===== src/rtl/bcd_conv_arbiter.sv =====
// Round-robin arbitrated, shared 16-iteration double-dabble binary-to-BCD converter.
// Optional macro BCD_OVF_SAT_EN: saturate bcd_out to 16'h9999 on overflow.
module bcd_conv_arbiter #(
    parameter int unsigned N_REQ = 4,
    parameter int unsigned ID_W  = 2
) (
    input  logic                   clk,
    input  logic                   rst,
    input  logic [N_REQ-1:0]       req,
    input  logic [16*N_REQ-1:0]    bin_in,
    output logic [N_REQ-1:0]       grant,
    output logic                   busy,
    output logic                   done,
    output logic [ID_W-1:0]        done_id,
    output logic [15:0]            bcd_out,
    output logic                   ovf
);

    typedef enum logic [1:0] {StIdle, StConv, StDone} state_e;

    state_e            state_q, state_d;
    logic [N_REQ-1:0]  grant_q, grant_d;
    logic [ID_W-1:0]   ptr_q, ptr_d;
    logic [ID_W-1:0]   win_q, win_d;
    logic [4:0]        cnt_q, cnt_d;
    logic [35:0]       sh_q, sh_d;
    logic              done_q, done_d;
    logic [ID_W-1:0]   done_id_q, done_id_d;
    logic [15:0]       bcd_q, bcd_d;
    logic              ovf_q, ovf_d;

    logic              found;
    logic [ID_W-1:0]   pick;
    logic [ID_W-1:0]   idx;
    logic [15:0]       pick_val;
    logic [35:0]       adj;
    logic [35:0]       shifted;

    // Search starts one past the last winner so every pending requester is reached in turn.
    always_comb begin
        found = 1'b0;
        pick  = '0;
        idx   = '0;
        for (int unsigned k = 1; k <= N_REQ; k++) begin
            idx = ID_W'((32'(ptr_q) + k) % N_REQ);
            if (!found && req[idx]) begin
                found = 1'b1;
                pick  = idx;
            end
        end
        pick_val = '0;
        for (int unsigned i = 0; i < N_REQ; i++) begin
            if (pick == ID_W'(i)) pick_val = bin_in[16*i +: 16];
        end
    end

    always_comb begin
        adj = sh_q;
        for (int d = 0; d < 5; d++) begin
            if (sh_q[16+4*d +: 4] >= 4'd5) adj[16+4*d +: 4] = sh_q[16+4*d +: 4] + 4'd3;
        end
        shifted = {adj[34:0], 1'b0};
    end

    always_comb begin
        state_d   = state_q;
        grant_d   = grant_q;
        ptr_d     = ptr_q;
        win_d     = win_q;
        cnt_d     = cnt_q;
        sh_d      = sh_q;
        done_d    = done_q;
        done_id_d = done_id_q;
        bcd_d     = bcd_q;
        ovf_d     = ovf_q;
        unique case (state_q)
            StIdle: begin
                if (found) begin
                    grant_d       = '0;
                    grant_d[pick] = 1'b1;
                    win_d         = pick;
                    sh_d          = {20'b0, pick_val};
                    cnt_d         = '0;
                    state_d       = StConv;
                end
            end
            StConv: begin
                sh_d  = shifted;
                cnt_d = cnt_q + 5'd1;
                if (cnt_q == 5'd15) begin
                    ovf_d = |shifted[35:32];
`ifdef BCD_OVF_SAT_EN
                    bcd_d = ovf_d ? 16'h9999 : shifted[31:16];
`else
                    bcd_d = shifted[31:16];
`endif
                    done_id_d = win_q;
                    done_d    = 1'b1;
                    state_d   = StDone;
                end
            end
            StDone: begin
                done_d  = 1'b0;
                grant_d = '0;
                ptr_d   = win_q;
                state_d = StIdle;
            end
            default: state_d = StIdle;
        endcase
    end

    always_ff @(posedge clk or posedge rst) begin
        if (rst) begin
            state_q   <= StIdle;
            grant_q   <= '0;
            ptr_q     <= ID_W'(N_REQ - 1);
            win_q     <= '0;
            cnt_q     <= '0;
            sh_q      <= '0;
            done_q    <= 1'b0;
            done_id_q <= '0;
            bcd_q     <= '0;
            ovf_q     <= 1'b0;
        end else begin
            state_q   <= state_d;
            grant_q   <= grant_d;
            ptr_q     <= ptr_d;
            win_q     <= win_d;
            cnt_q     <= cnt_d;
            sh_q      <= sh_d;
            done_q    <= done_d;
            done_id_q <= done_id_d;
            bcd_q     <= bcd_d;
            ovf_q     <= ovf_d;
        end
    end

    assign grant   = grant_q;
    assign busy    = (state_q != StIdle);
    assign done    = done_q;
    assign done_id = done_id_q;
    assign bcd_out = bcd_q;
    assign ovf     = ovf_q;

endmodule

===== config.mk =====
export PLATFORM = sky130hd
export DESIGN_NAME = bcd_conv_arbiter
export DESIGN_NICKNAME = d
export VERILOG_FILES = /design/src/rtl/bcd_conv_arbiter.sv
export SDC_FILE = /design/constraint.sdc
export NUM_CORES = 1
export LEC_CHECK = 0
export BUFFER_PORTS_ARGS = -buffer_cell sky130_fd_sc_hd__buf_2
export CAP_MARGIN = 25
export CORE_ASPECT_RATIO = 0.7
export CORE_MARGIN = 10
export CORE_UTILIZATION = 53
export CTS_CLUSTER_SIZE = 8
export DETAILED_ROUTE_END_ITERATION = 12
export PLACE_DENSITY_LB_ADDON = 0.2
export SYNTH_ARGS = -nofsm -noshare
export SYNTH_HDL_FRONTEND = slang
export SYNTH_SLANG_ARGS = --single-unit

===== constraint.sdc =====
create_clock -name clk -period 2.7 [get_ports clk]
set_input_delay 0 -clock clk [delete_from_list [all_inputs] [get_ports clk]]
set_output_delay 0 -clock clk [all_outputs]
set_load 0.005 [all_outputs]

==> flow_metrics.env, run 1 <==
export IMPL_irDropWorstVdd_mv=0.5095
export IMPL_avgSynthCellArea_um2=10.10
export IMPL_rr_startpoint="ptr_q[0]$_DFFE_PP1P_"
export IMPL_yosysTopAreaCell="dfrtp_1"
export IMPL_p_leak_nw=2.246
export IMPL_path_cells="nand2b_1 > a21oi_1 > nor3_1 > mux2i_1 > o211ai_1 > dlygate4sd3_1"
export IMPL_wl_per_cell_um=17.74
export IMPL_rrSetupSlack_ns=0.17
export IMPL_core_region_area_mm2=0.006788
export IMPL_drc=0
export IMPL_die_h_um=90.06
export IMPL_finalCritPeriodShare=0.9362
export IMPL_cts_made_buffers=9
export IMPL_num_vias=3375
export IMPL_syn_to_final_growth_pct=28.25
export IMPL_cp_slowest_cell="nor3_1"
export IMPL_first_pass_iters=5
export IMPL_postCtsSetupRepairBufs=0
export IMPL_synthCells=368
export IMPL_intPower_mw=2.799
export IMPL_power_switching_mw=1.785
export IMPL_die_w_um=120.1
export IMPL_path_buf_inv=1
export IMPL_drtAntennaViolNets=0
export IMPL_setup_viol=0
export IMPL_netlist_area_mm2=0.003716
export IMPL_cp_arrival_ns=2.76
export IMPL_worst_pin_slew_ns=0.7373
export IMPL_place_gp_congestion=0.9366
export IMPL_dieArea_mm2=0.01081
export IMPL_synth_nets=450
export IMPL_required_ns=2.93
export IMPL_holdPathStages=4
export IMPL_whs_ns=0.02057
export IMPL_hold_class="in -> reg"
export IMPL_cts_num_sinks=71
export IMPL_fmax_mhz=395.6
export IMPL_final_net_count=577
export IMPL_crit_family="simple AND/OR/NAND/NOR gates"
export IMPL_power_frac_comb=0.430
export IMPL_synth_top_family_by_area="compound AO/OA/AOI/OAI gates"
export IMPL_p_sw_frac=0.3894
export IMPL_hold_path_end="sh_q[12]$_DFFE_PP0P_"
export IMPL_synthMuxAreaShare=0.07340
export IMPL_start_kind="register"
export IMPL_netlist_area_leader_share=0.4646
export IMPL_grt_max_degree=43
export IMPL_p_per_area_mw_per_mm2=962.0
export IMPL_p_seq_frac=0.411
export IMPL_htree_levels=3
export IMPL_ctsRootBufferMaster="clkbuf_8"
export IMPL_clk_insertion_delay_late_ns=0.36
export IMPL_hold_viol=0
export IMPL_min_from="bin_in[44]"
export IMPL_drv_cap=0
export IMPL_rr_endpoint="sh_q[0]$_DFFE_PP0P_"
export IMPL_slew_viol_final=0
export IMPL_port_buffer_count=94
export IMPL_antenna_found_initial=1
export IMPL_yosysWarningCount=0
export IMPL_fin_tns_setup_ns=0
export IMPL_synth_area_top_cells="dfrtp_1, o21ai_0, mux2i_1, a221o_1, ha_1"
export IMPL_io_pins=95
export IMPL_synth_compound_area_frac=0.2162
export IMPL_routed_via_density=5.672
export IMPL_clk_pin_slew_ns=0.08
export IMPL_cts_buffer_depth=2
export IMPL_seq_area_frac_synth=0.4788
export IMPL_grt_pass1_vias=3495
export IMPL_drtIter0Drc=216
export IMPL_grt_first_pass_wirelength_um=17220
export IMPL_synth_xor_area_frac=0.01178
export IMPL_routed_wl_um=10550
export IMPL_slew_headroom=0.5047
export IMPL_grt_usage=0.1946
export IMPL_cts_tree="done"
export IMPL_path_class="reg -> reg"
export IMPL_cp_end_kind="register"
export IMPL_row_count=25
export IMPL_clock_skew_ns=0.01352
export IMPL_rsz0062_at_grt="no"
export IMPL_globalRoute_totalOverflow=0
export IMPL_hpwl_um=7341
export IMPL_slowest_delay_ns=0.59
export IMPL_synthAdderAreaFrac=0.04040
export IMPL_status="finished, final reports clean"
export IMPL_synth_seq_cells=71
export IMPL_initial_core_util=0.5475
export IMPL_synth_simple_gate_area_frac=0.1343
export IMPL_cp_max_fo=5
export IMPL_r2r_worst_path_cells=6
export IMPL_fin_crit_ns=2.528
export IMPL_ys_types=45
export IMPL_layout_drive_gt1_share=0.3060
export IMPL_clkPwrFrac=0.158
## layout make-up
cell class / instances / area, um^2
fill: 523 / 2022
sequential: 71 / 1779
multi-input combinational: 261 / 1775
timing repair buffer: 135 / 870.8
clock buffer: 11 / 131.4
tap: 94 / 117.6
inverter: 17 / 63.81
clock inverter: 5 / 25.02
antenna: 1 / 2.502
## cells by family (layout without fill, tap and decap cells)
family / count (synthesis) / count (layout)
multiplexers: 26 / 26
AO/OA/AOI/OAI: 121 / 121
adder cells (fa/ha/maj): 12 / 12
XOR/XNOR: 5 / 5
AND/OR/NAND/NOR: 97 / 97
buffers and inverters: 36 / 168
other: 0 / 1
flip-flops: 71 / 71
## per-stage QoR
stage | instance area, um^2 | power [mW] | instances | worst slack, ns | utilization
detailed placement | 4279 | 3.835 | 545 | 0.4760 | 0.6304
global placement | 4279 | 3.709 | 545 | 0.5541 | 0.6304
floorplan | 3716 | 3.191 | 368 | 0.8059 | -
global route | 4766 | 4.972 | 595 | 0.008533 | 0.7021
finish | 4766 | 4.585 | 595 | 0.1723 | 0.7021
CTS | 4756 | 4.605 | 593 | 0.2522 | 0.7006
## layer usage
layer / vias up / routed length (um) / global-route usage
met1: 1611 / 4551 / 0.2393
met4: 0 / 216 / 0.07114
met3: 25 / 694 / 0.06184
met5: - / 0 / 0
li1: 1605 / - / -
met2: 134 / 5091 / 0.3126
## power by group through the flow
stage / combinational (mW) / clock (mW) / sequential (mW)
after floorplan: 1.36 / 0 / 1.83
after global placement: 1.84 / 0 / 1.87
after detailed placement: 1.94 / 0 / 1.89
after CTS: 1.99 / 0.739 / 1.88
after global routing: 2.24 / 0.786 / 1.94
final: 1.97 / 0.726 / 1.89
## placed cells by master (no fill, tap or decap), types with 4 or more instances in the layout
cell type,instances
buf_2,94
dfrtp_1,69
o21ai_0,52
nand2_1,36
dlygate4sd3_1,32
mux2i_1,16
a22oi_1,16
inv_1,15
a221o_1,15
nand3_1,14
ha_1,12
nor2_1,11
a21oi_1,11
mux2_2,10
nand2b_1,9
o21ai_2,9
clkbuf_8,9
nor3_1,8
buf_4,8
xnor2_1,5
clkinv_2,5
nor3b_1,4
or3b_2,4
a31oi_1,4
## cell usage after synthesis
library cell and count:
dfrtp_1 69, o21ai_0 52, nand2_1 36, a22oi_1 16
inv_1 16, mux2i_1 16, a221o_1 15, nand3_1 14
ha_1 12, a21oi_1 11, nor2_1 11, mux2_2 10
clkbuf_1 9, nand2b_1 9, o21ai_2 9, nor3_1 8
buf_2 5, xnor2_1 5, a31oi_1 4, nor3b_1 4
or3b_2 4, buf_6 3, a21o_1 2, a31o_2 2
and3_1 2, dfstp_2 2, nand4_1 2, o21a_1 2
o221ai_1 2, a21boi_0 1, a41oi_1 1, and2_1 1
buf_1 1, buf_4 1, inv_2 1, nor2b_1 1
nor2b_4 1, nor3_2 1, nor4_2 1, o211ai_1 1
o21ai_1 1, o31ai_1 1, o31ai_2 1, or2_2 1
or4_4 1
## what timing repair did
action	CTS	global route
hold buffers	32	0
resized for setup	0	0
hold endpoints to repair	45	0
## state kept, by name, summed over array words and instances (netlist names)
name / count
done_id: 2
state_q: 2
ptr_q: 2
grant: 4
done: 1
sh_q: 36
cnt_q: 5
ovf: 1
win_q: 2
bcd_out: 16
## how the worst max path moves through the flow
stage	to	cells after the start	slack [ns]	from
global route	sh_q[0]$_DFFE_PP0P_	6	0.009	ptr_q[0]$_DFFE_PP1P_
floorplan	sh_q[13]$_DFFE_PP0P_	7	0.81	ptr_q[1]$_DFFE_PP1P_
detailed placement	sh_q[11]$_DFFE_PP0P_	5	0.48	ptr_q[1]$_DFFE_PP1P_
finish	sh_q[0]$_DFFE_PP0P_	6	0.17	ptr_q[0]$_DFFE_PP1P_
CTS	sh_q[0]$_DFFE_PP0P_	6	0.25	ptr_q[0]$_DFFE_PP1P_
global placement	sh_q[15]$_DFFE_PP0P_	5	0.55	ptr_q[1]$_DFFE_PP1P_
## worst register-to-register path: cells and delay by family (launching register included)
| family | cells | cell delay [ns] |
|---|---|---|
| AND/OR/NAND/NOR | 2 | 0.78 |
| flip-flops | 1 | 0.57 |
| buffers and inverters | 1 | 0.57 |
| multiplexers | 1 | 0.26 |
| AO/OA/AOI/OAI | 2 | 0.23 |
Note: power is estimated with default switching activity, not from simulation.
==> run 2, diff against run 1 <==
--- a/config.mk
+++ b/config.mk
@@ -5,7 +5,7 @@
 export SDC_FILE = /design/constraint.sdc
 export NUM_CORES = 1
 export LEC_CHECK = 0
-export BUFFER_PORTS_ARGS = -buffer_cell sky130_fd_sc_hd__buf_2
+export BUFFER_PORTS_ARGS = -buffer_cell sky130_fd_sc_hd__buf_4
 export CAP_MARGIN = 25
 export CORE_ASPECT_RATIO = 0.7
 export CORE_MARGIN = 10
@@ -13,6 +13,7 @@
 export CTS_CLUSTER_SIZE = 8
 export DETAILED_ROUTE_END_ITERATION = 12
 export PLACE_DENSITY_LB_ADDON = 0.2
+export SETUP_SLACK_MARGIN = 0.02
 export SYNTH_ARGS = -nofsm -noshare
 export SYNTH_HDL_FRONTEND = slang
 export SYNTH_SLANG_ARGS = --single-unit
==> constraint.sdc (replaced) <==
create_clock -name clk -period 2.7 [get_ports clk]
set_input_delay 0.27 -clock clk [delete_from_list [all_inputs] [get_ports clk]]
set_output_delay 0.27 -clock clk [all_outputs]
set_load 0.005 [all_outputs]
==> run 2 against run 1 <==
  * Sequential power about the same
  * Cell count down 5.2%
  * Combinational power rose by 4%
  * First-iteration DRC count is 26% higher
  * Die area is the same
  * Critical endpoint is now sh_q[10]$_DFFE_PP0P_
  * Largest power group unchanged
  * Highest routed layer unchanged
==> flow_metrics.env, run 2 (synthesis results as in run 1) <==
export IMPL_status="finished, final reports clean"
export IMPL_m1WireLength_um=4500
export IMPL_path_class="reg -> reg"
export IMPL_cp_end_kind="register"
export IMPL_drtAntennaViolNets=0
export IMPL_fill_cells=535
export IMPL_clk_pin_slew_ns=0.08
export IMPL_ctsRootBufferMaster="clkbuf_8"
export IMPL_holdBufCountCts=0
export IMPL_clock_skew_ns=0.01507
export IMPL_path_cells="o21ai_0 > o221ai_2 > buf_4 > mux2i_1 > o21ai_2 > a221o_1"
export IMPL_cp_max_fo=19
export IMPL_drtIter0Drc=272
export IMPL_rsz0062_at_grt="no"
export IMPL_fin_crit_ns=2.109
export IMPL_row_count=25
export IMPL_cts_tree="done"
export IMPL_final_core_util=0.6959
export IMPL_setup_viol=0
export IMPL_antenna_cells=0
export IMPL_cp_slowest_cell="dfstp_2"
export IMPL_r2r_worst_path_cells=6
export IMPL_fmax_mhz=474.1
export IMPL_routed_via_density=5.668
export IMPL_cts_buffer_depth=2
export IMPL_wl_met3_um=497
export IMPL_core_region_area_mm2=0.006788
export IMPL_globalRoute_totalOverflow=0
export IMPL_largest_register="sh_q"
export IMPL_routed_wl_um=9882
export IMPL_postCtsSetupRepairBufs=0
export IMPL_wl_per_cell_um=17.52
export IMPL_finalCritPeriodShare=0.7813
export IMPL_rrSetupSlack_ns=0.59
export IMPL_antenna_found_initial=0
export IMPL_top_layer="met4"
export IMPL_io_pins=95
export IMPL_cts_repair_resized=0
export IMPL_worst_pin_slew_ns=1.004
export IMPL_place_gp_congestion=0.8033
export IMPL_fin_tns_setup_ns=0
export IMPL_drv_cap=0
export IMPL_hold_viol=0
export IMPL_whs_ns=0.006746
export IMPL_cp_arrival_ns=2.34
export IMPL_clk_insertion_delay_late_ns=0.36
export IMPL_grt_first_pass_wirelength_um=16060
export IMPL_slew_viol_final=0
export IMPL_start_kind="register"
export IMPL_htree_levels=3
export IMPL_required_ns=2.94
export IMPL_final_common_cell="buf_4"
export IMPL_port_buffer_count=94
export IMPL_cts_num_sinks=71
export IMPL_p_per_area_mw_per_mm2=1006
export IMPL_slew_headroom=0.3304
export IMPL_dieArea_mm2=0.01081
export IMPL_met2_length_um=4759
export IMPL_stdcell_area_mm2=0.004723
export IMPL_grt_max_degree=72
export IMPL_syn_to_final_growth_pct=27.10
export IMPL_p_leak_nw=2.206
export IMPL_hpwl_um=7270
export IMPL_layout_drive_gt1_share=0.3298
export IMPL_slowest_delay_ns=0.60
export IMPL_final_net_count=547
export IMPL_placed_area_mm2=0.004529
export IMPL_layout_common_cells="buf_4, dfrtp_1, o21ai_0"
export IMPL_largest_reg_flops=36
export IMPL_first_pass_iters=5
export IMPL_num_vias=3197
export IMPL_die_h_um=90.06
export IMPL_die_w_um=120.1
export IMPL_drc=0
export IMPL_grt_pass1_vias=3235
export IMPL_irDropWorstVdd_mv=0.6175
export IMPL_cts_made_buffers=9
export IMPL_initial_core_util=0.5475
export IMPL_grt_usage=0.1827
export IMPL_hold_class="in -> async"
-- run 2: changes by cell type in the layout (fill, tap and decap cells not counted), sizes merged --
cell,change
diode,-1
clkinv,-3
dlygate4sd3,-32
clkbuf,+3
buf,+2
-- run 2: through the flow --
step / std cells / total power [mW] / worst slack (ns)
detailed placement: 547 / 3.976 / 0.4470
CTS: 563 / 4.785 / 0.4315
global placement: 547 / 3.844 / 0.5282
finish: 564 / 4.750 / 0.5906
floorplan: 368 / 3.191 / 0.6367
global route: 564 / 5.142 / 0.4455
-- run 2: worst paths after layout --
path / start / to
min: rst / sh_q[15]$_DFFE_PP0P_
max: ptr_q[1]$_DFFE_PP1P_ / sh_q[10]$_DFFE_PP0P_
min in group clk: bin_in[18] / sh_q[2]$_DFFE_PP0P_
min reg2reg: ovf$_DFFE_PP0P_ / ovf$_DFFE_PP0P_
max reg2reg: ptr_q[1]$_DFFE_PP1P_ / sh_q[10]$_DFFE_PP0P_
max in group asynchronous: rst / ptr_q[0]$_DFFE_PP1P_
-- run 2: worst max-delay path, delay by kind of cell, from the launching register on --
kind | cells | cell delay, ns
AOI/OAI and AO/OA | 4 | 0.70
buffers and inverters | 1 | 0.37
DFF | 1 | 0.60
muxes | 1 | 0.31
-- run 2: power breakdown --
part	switching [mW]	total [mW]	internal (mW)
clock	0.395	0.805	0.410
combinational	1.02	2.05	1.03
sequential	0.355	1.90	1.54
-- run 2: final cells by class --
| type | count | area, um^2 | share of cell area |
|---|---|---|---|
| Tap cell | 94 | 117.6 | 0.02490 |
| Multi-Input combinational cell | 261 | 1775 | 0.3759 |
| Timing Repair Buffer | 105 | 800.8 | 0.1695 |
| Sequential cell | 71 | 1779 | 0.3767 |
| Clock buffer | 14 | 172.7 | 0.03656 |
| Inverter | 17 | 63.81 | 0.01351 |
| Clock inverter | 2 | 13.76 | 0.002914 |
-- run 2: layer usage --
metal	track usage	vias to the layer above
met2	0.2948	67
met5	0	-
met1	0.2289	1579
met3	0.05871	16
li1	-	1535
met4	0.05210	0
